--- src/rtl/rx_unescape_buf.sv ---
`default_nettype none
// ============================================================================
// Module   : rx_unescape_buf
// Purpose  : Strips escape symbols from a UART-RX stream and buffers the
//            decoded {command, symbol} entries in a first-word-fall-through FIFO.
// Revision : 1.0 - initial release
// ============================================================================
module rx_unescape_buf #(
    parameter int                DATA_W = 8,
    parameter logic [DATA_W-1:0] ESC    = 8'hB1,
    parameter int                DEPTH  = 4
) (
    input  logic                     CLK_I,
    input  logic                     RST_I,
    input  logic [DATA_W-1:0]        DATA_REC_I,
    input  logic                     RX_EMPTY_I,
    output logic                     READ_O,
    input  logic                     READ_I,
    output logic                     RX_EMPTY_O,
    output logic                     COMMAND_O,
    output logic [DATA_W-1:0]        DATA_REC_O,
    output logic [$clog2(DEPTH):0]   LEVEL_O,
    output logic                     ESC_PEND_O
);

    localparam int                c_ADDR_W = $clog2(DEPTH);
    localparam int                c_LVL_W  = c_ADDR_W + 1;
    localparam logic [c_LVL_W-1:0] c_FULL  = c_LVL_W'(DEPTH);

    typedef enum logic [0:0] {
        ST_NORMAL = 1'b0,
        ST_ESCAPE = 1'b1
    } state_t;

    state_t                 r_state;
    state_t                 w_state_nxt;
    logic [DATA_W:0]        r_mem [DEPTH];
    logic [c_ADDR_W-1:0]    r_wr_ptr;
    logic [c_ADDR_W-1:0]    r_rd_ptr;
    logic [c_LVL_W-1:0]     r_level;
    logic                   w_accept;
    logic                   w_is_esc;
    logic                   w_push;
    logic                   w_cmd;
    logic                   w_pop;
    logic                   w_empty;
    logic [DATA_W:0]        w_head;

    // Acceptance looks only at the registered level so a same-cycle pop
    // never creates room combinationally.
    always_comb begin
        w_state_nxt = r_state;
        w_push      = 1'b0;
        w_cmd       = 1'b0;
        w_is_esc    = (DATA_REC_I == ESC);
        w_accept    = !RST_I && !RX_EMPTY_I && (r_level < c_FULL);
        if (w_accept) begin
            case (r_state)
                ST_NORMAL: begin
                    if (w_is_esc) begin
                        w_state_nxt = ST_ESCAPE;
                    end else begin
                        w_push = 1'b1;
                    end
                end
                ST_ESCAPE: begin
                    w_push      = 1'b1;
                    w_cmd       = !w_is_esc;
                    w_state_nxt = ST_NORMAL;
                end
                default: w_state_nxt = ST_NORMAL;
            endcase
        end
    end

    assign w_empty = (r_level == '0);
    assign w_pop   = READ_I && !w_empty;
    assign w_head  = r_mem[r_rd_ptr];

    always_ff @(posedge CLK_I) begin
        if (RST_I) begin
            r_state  <= ST_NORMAL;
            r_wr_ptr <= '0;
            r_rd_ptr <= '0;
            r_level  <= '0;
        end else begin
            r_state <= w_state_nxt;
            if (w_push) begin
                r_wr_ptr <= r_wr_ptr + c_ADDR_W'(1);
            end
            if (w_pop) begin
                r_rd_ptr <= r_rd_ptr + c_ADDR_W'(1);
            end
            case ({w_push, w_pop})
                2'b10:   r_level <= r_level + c_LVL_W'(1);
                2'b01:   r_level <= r_level - c_LVL_W'(1);
                default: r_level <= r_level;
            endcase
        end
    end

    // Storage needs no reset: outputs are gated by the level.
    always_ff @(posedge CLK_I) begin
        if (!RST_I && w_push) begin
            r_mem[r_wr_ptr] <= {w_cmd, DATA_REC_I};
        end
    end

    assign READ_O     = w_accept;
    assign RX_EMPTY_O = w_empty;
    assign COMMAND_O  = !w_empty && w_head[DATA_W];
    assign DATA_REC_O = w_empty ? '0 : w_head[DATA_W-1:0];
    assign LEVEL_O    = r_level;
    assign ESC_PEND_O = (r_state == ST_ESCAPE);

endmodule
`default_nettype wire

--- config.mk ---
export PLATFORM = sky130hd
export DESIGN_NAME = rx_unescape_buf
export DESIGN_NICKNAME = d
export VERILOG_FILES = /design/src/rtl/rx_unescape_buf.sv
export SDC_FILE = /design/constraint.sdc
export NUM_CORES = 1
export LEC_CHECK = 0
export CORE_MARGIN = 1.5
export CORE_UTILIZATION = 55
export DETAILED_ROUTE_END_ITERATION = 8
export PLACE_DENSITY_LB_ADDON = 0.12
export SLEW_MARGIN = 40
export SYNTH_ARGS = -nofsm -noshare
export SYNTH_HDL_FRONTEND = slang
export SYNTH_SLANG_ARGS = --single-unit
--- constraint.sdc ---
create_clock -name CLK_I -period 7.55 [get_ports CLK_I]
set_clock_uncertainty 0.2 [all_clocks]
set_input_delay 2.265 -clock CLK_I [delete_from_list [all_inputs] [get_ports CLK_I]]
set_output_delay 2.265 -clock CLK_I [all_outputs]
set_load 0.1 [all_outputs]
Word-level counts from Yosys, hierarchy flattened
Memory sizes are Yosys's and may differ from the RTL's. A register that Yosys moved wholly into a read port is not among the register bits.
Cells that the tools add are included.
{"block": "totals", "memories": 1, "input_bits": 12, "elab_cells": 38, "ff_bits": 8, "ram_bits": 36, "out_inout_bits": 15}
{"name": "r_mem", "depth": 4, "width": 9, "rd": 1, "rd_ports_with_merged_regs": 1, "wr": 1, "line_no": "37", "source": "logic [DATA_W:0] r_mem [DEPTH];"}
{"block": "op_classes", "n_lt_le_gt_ge": 1, "n_eq_ne": 3, "n_mux": 13, "reduce_logical": 11, "bitwise_logic": 1, "addsub": 4}
{"operator": "8-bit equality test, second input constant", "count": 1}
{"operator": "8-bit two-way mux", "count": 1}
{"operator": "1-bit two-way mux", "count": 7}
{"operator": "3-bit one-hot mux with 2 select lines", "count": 1}
{"operator": "1-bit logical AND", "count": 5}
{"operator": "2-bit by 1-bit adder with 2-bit output, second input constant", "count": 2}
{"operator": "1-bit zero test", "count": 4}
{"operator": "2-bit two-way mux", "count": 2}
{"operator": "1-bit one-hot mux with 2 select lines", "count": 2}
{"operator": "3-bit by 1-bit adder with 3-bit output, second input constant", "count": 1}
{"operator": "3-bit zero test", "count": 1}
{"operator": "3-bit < comparator, second input constant", "count": 1}
{"operator": "3-bit by 1-bit subtractor with 3-bit output, second input constant", "count": 1}
{"operator": "2-bit by 1-bit equality test with 1-bit output, second input constant", "count": 1}
{"operator": "2-bit equality test, second input constant", "count": 1}
{"operator": "2-bit nonzero test", "count": 1}
{"operator": "1-bit inverter", "count": 1}

Longest topological paths before layout
{"block": "logic_depth", "ltp_word": 7, "mapped_depth": 9, "depth_no_buf": 9}

Least setup slack after synthesis
Ideal clock, no wire load.
{"block": "synth_path", "path_kind": "flip-flop to output port", "start": "register r_level[0] (netlist: LEVEL_O[0])", "end": "output port COMMAND_O", "arrival_time_ps": 3281, "required_ps": 5085, "n_path_buf": 0, "path_slack_ps": 1804, "path_stages_with_launch": 3, "cell_sequence": "dfxtp_1 -> nor3_2 -> nor2b_1"}
{"block": "synth_between", "elab_chain_cells": 3}
{"item": "start: declaration", "line_no": "40", "source": "logic [c_LVL_W-1:0] r_level;"}
{"item": "start signal: assignment", "line_no": "95", "source": "2'b10: r_level <= r_level + c_LVL_W'(1);"}
{"item": "start signal: assignment", "line_no": "96", "source": "2'b01: r_level <= r_level - c_LVL_W'(1);"}
{"item": "start signal: assignment", "line_no": "97", "source": "default: r_level <= r_level;"}
{"item": "3-bit zero test", "line_no": "76", "source": "assign w_empty = (r_level == '0);"}
{"item": "via RX_EMPTY_O", "line_no": "19", "source": "output logic RX_EMPTY_O,"}
{"item": "1-bit zero test", "line_no": "111", "source": "assign COMMAND_O = !w_empty && w_head[DATA_W];"}
{"item": "1-bit logical AND", "line_no": "111"}
{"item": "end: declaration", "line_no": "20", "source": "output logic COMMAND_O,"}
The timed path passes the listed nets, and every way through them passes these cells.

Final worst setup path
{"block": "layout_path", "start": "input port RST_I", "end": "output port READ_O"}
{"block": "layout_between", "elab_chain_cells": 3}
{"item": "start: declaration", "line_no": "14", "source": "input logic RST_I,"}
{"item": "1-bit zero test", "line_no": "56", "source": "w_accept = !RST_I && !RX_EMPTY_I && (r_level < c_FULL);"}
{"item": "1-bit logical AND (2 in series)", "line_no": "56"}
{"item": "end: declaration", "line_no": "17", "source": "output logic READ_O,"}
No other way between the ends.

==> impl_metrics.env <==
export IMPL_status="completed"
export IMPL_diodes=0
export IMPL_final_hold_violation_count=0
export IMPL_cts_root_buf="clkbuf_4"
export IMPL_final_cell_mix="edfxtp_1 (36), buf_2 (14), clkdlybuf4s50_1 (11), dfxtp_1 (10)"
export IMPL_cts_path_max_buffers=2
export IMPL_cp_num_buf_inv=3
export IMPL_ys_async_sr_fraction_pct=0
export IMPL_sequential_cell_area_sq_um=1280
export IMPL_start_kind="primary input"
export IMPL_vias=1126
export IMPL_irDropWorstVdd_v=0.000189
export IMPL_grt_setup_unrepaired="false"
export IMPL_grt_overflow=0
export IMPL_drcViolationCount=0
export IMPL_start_util_pct=58.5
export IMPL_path_max_fanout=12
export IMPL_n_fill_cell=251
export IMPL_slowest_stage="clkdlybuf4s50_1"
export IMPL_worstRegToRegCells=9
export IMPL_insertion_delay_ns=0.35
export IMPL_worst_hold_path_num_cells=1
export IMPL_maxCapViolCount=0
export IMPL_cp_arrival_ns=3.70
export IMPL_antenna_found_initial=0
export IMPL_end_kind="output port"
export IMPL_netlist_area_sq_um=1980
export IMPL_crit_required_ns=5.09
export IMPL_cp_top_family="buffers and inverters"
export IMPL_setup_violations=0
export IMPL_cts_resized=0
export IMPL_syn_nets=143
export IMPL_via_per_inst=5.57
export IMPL_min_period_over_period_pct=81.6
export IMPL_ys_seq_area_share_pct=64.6
export IMPL_setup_ws_ns=1.39
export IMPL_grt_pass1_wl_mm=5.74
export IMPL_powerDensity_nw_per_um2=379
export IMPL_slew_headroom_pct=50.3
export IMPL_hold_buffers=0
export IMPL_synth_edf_count=36
export IMPL_drtIter0Drc=51
export IMPL_numCtsBuffers=5
export IMPL_synth_cells=125
export IMPL_row_count=21
export IMPL_grt_max_degree=14
export IMPL_finalWeightedCongestion=0.757
export IMPL_pre_cts_slack_ns=1.38
export IMPL_syn_area_per_cell_sq_um=15.9
export IMPL_cts_max_level=2
export IMPL_cp_depth=4
export IMPL_tightest_slew_ns=0.741
export IMPL_post_drt_wl_per_cell_um=17.3
export IMPL_die_w_um=63.0
export IMPL_drive_gt1_share_pct=25.0
export IMPL_portBuffers=26
export IMPL_synth_cell_types=36
export IMPL_drt_total_wl_mm=3.49
export IMPL_fmax_ghz=0.162
export IMPL_ant_nets=0
export IMPL_post_dp_hpwl_mm=2.47
export IMPL_layout_commonest_cell="edfxtp_1"
export IMPL_setup_tns_final_ns=0
export IMPL_power_leakage_nw=0.792
export IMPL_synth_ff_type="edfxtp_1"
export IMPL_path_cells="clkdlybuf4s50_1, or3_4, inv_2, buf_4"
export IMPL_post_cts_buffers=0
export IMPL_die_h_um=63.0
export IMPL_dr_pass1_iters=4
export IMPL_grt_pass1_vias=1156
export IMPL_hold_class="reg2reg"
export IMPL_yosysWarnings=0
export IMPL_multi_input_area_sq_um=654
export IMPL_io_pins=27
export IMPL_path_clk_slew_ns=0.12
export IMPL_fin_nets=173
export IMPL_final_util_pct=66.8
export IMPL_cts_tree="done"
export IMPL_core_area_sq_um=3390
export IMPL_maxSlewViolCount=0
export IMPL_synth_seq_cells=46
export IMPL_area_delta_synth_final_pct=14.2
export IMPL_crit_type="in2out"
export IMPL_clock_sinks=46
export IMPL_fin_crit_ns=6.16
export IMPL_dieArea_sq_um=3970
export IMPL_cp_slowest_stage_delay_ns=0.60
export IMPL_grt_usage_pct=19.9
## cell usage after synthesis (2+ instances only)
cell | n | area [sq um]
xor2_1 | 4 | 35.0
dfxtp_1 | 10 | 200
nor2b_1 | 9 | 56.3
mux4_2 | 9 | 203
nand4_1 | 2 | 12.5
a21oi_1 | 2 | 10.0
nor2_1 | 9 | 33.8
nand2_1 | 2 | 7.51
edfxtp_1 | 36 | 1080
inv_1 | 8 | 30.0
clkbuf_1 | 2 | 7.51
and2_1 | 4 | 25.0
ha_1 | 5 | 62.6
## per-layer routing
| metal | up-vias | global-route usage (%) | wire (um) |
|---|---|---|---|
| li1 | 527 | - | - |
| met1 | 548 | 23.5 | 1430 |
| met2 | 44 | 34.3 | 1830 |
| met3 | 7 | 3.42 | 159 |
| met4 | 0 | 11.4 | 72 |
| met5 | - | 0 | 0 |
## state kept, by name, summed over array words and instances, names as in the netlist, named ones only
| signal | cells |
|---|---|
| ESC_PEND_O | 1 |
| LEVEL_O | 3 |
| r_mem | 36 |
| r_rd_ptr | 2 |
| r_wr_ptr | 2 |
## kinds of logic (layout without fill, tap and decap cells)
group,after synthesis,count (layout),share of synthesized area (%)
simple gates,36,36,11.7
buf+inv,12,43,2.34
flops,46,46,64.6
mux,9,9,10.2
fa+ha+maj,6,6,4.17
compound gates,12,12,5.18
xor+xnor,4,4,1.77
## layout make-up
cell class	count	share of cell area, %
Clock buffer	5	1.66
Clock inverter	3	0.498
Inverter	9	1.49
Multi-Input combinational cell	67	28.9
Sequential cell	46	56.6
Tap cell	46	2.54
Timing Repair Buffer	26	8.29
## path summary, 6_finish.rpt
kind,start,endpoint,slack [ns]
max,RST_I,READ_O,1.39
min,ESC_PEND_O,ESC_PEND_O,0.32
max reg2reg,LEVEL_O[2],LEVEL_O[2],5.04
min reg2reg,ESC_PEND_O,ESC_PEND_O,0.32
## per-stage QoR
stage	std cells	power, mW	area, sq um	hold WS, ns
2_1_floorplan	125	0.691	1980	0.285
3_3_place_gp	194	0.786	2280	0.298
3_5_place_dp	194	0.762	2210	0.285
4_1_cts	202	0.865	2260	0.317
5_1_grt	202	0.897	2260	0.357
6_report	202	0.858	2260	0.323
## report_power, final
group | switching (mW) | leakage [nW] | internal (mW) | total [mW]
clock network | 0.0721 | 0.0277 | 0.0333 | 0.105
registers | 0.0318 | 0.411 | 0.296 | 0.328
logic | 0.328 | 0.354 | 0.0955 | 0.424
(Power assumes the default switching activity.)
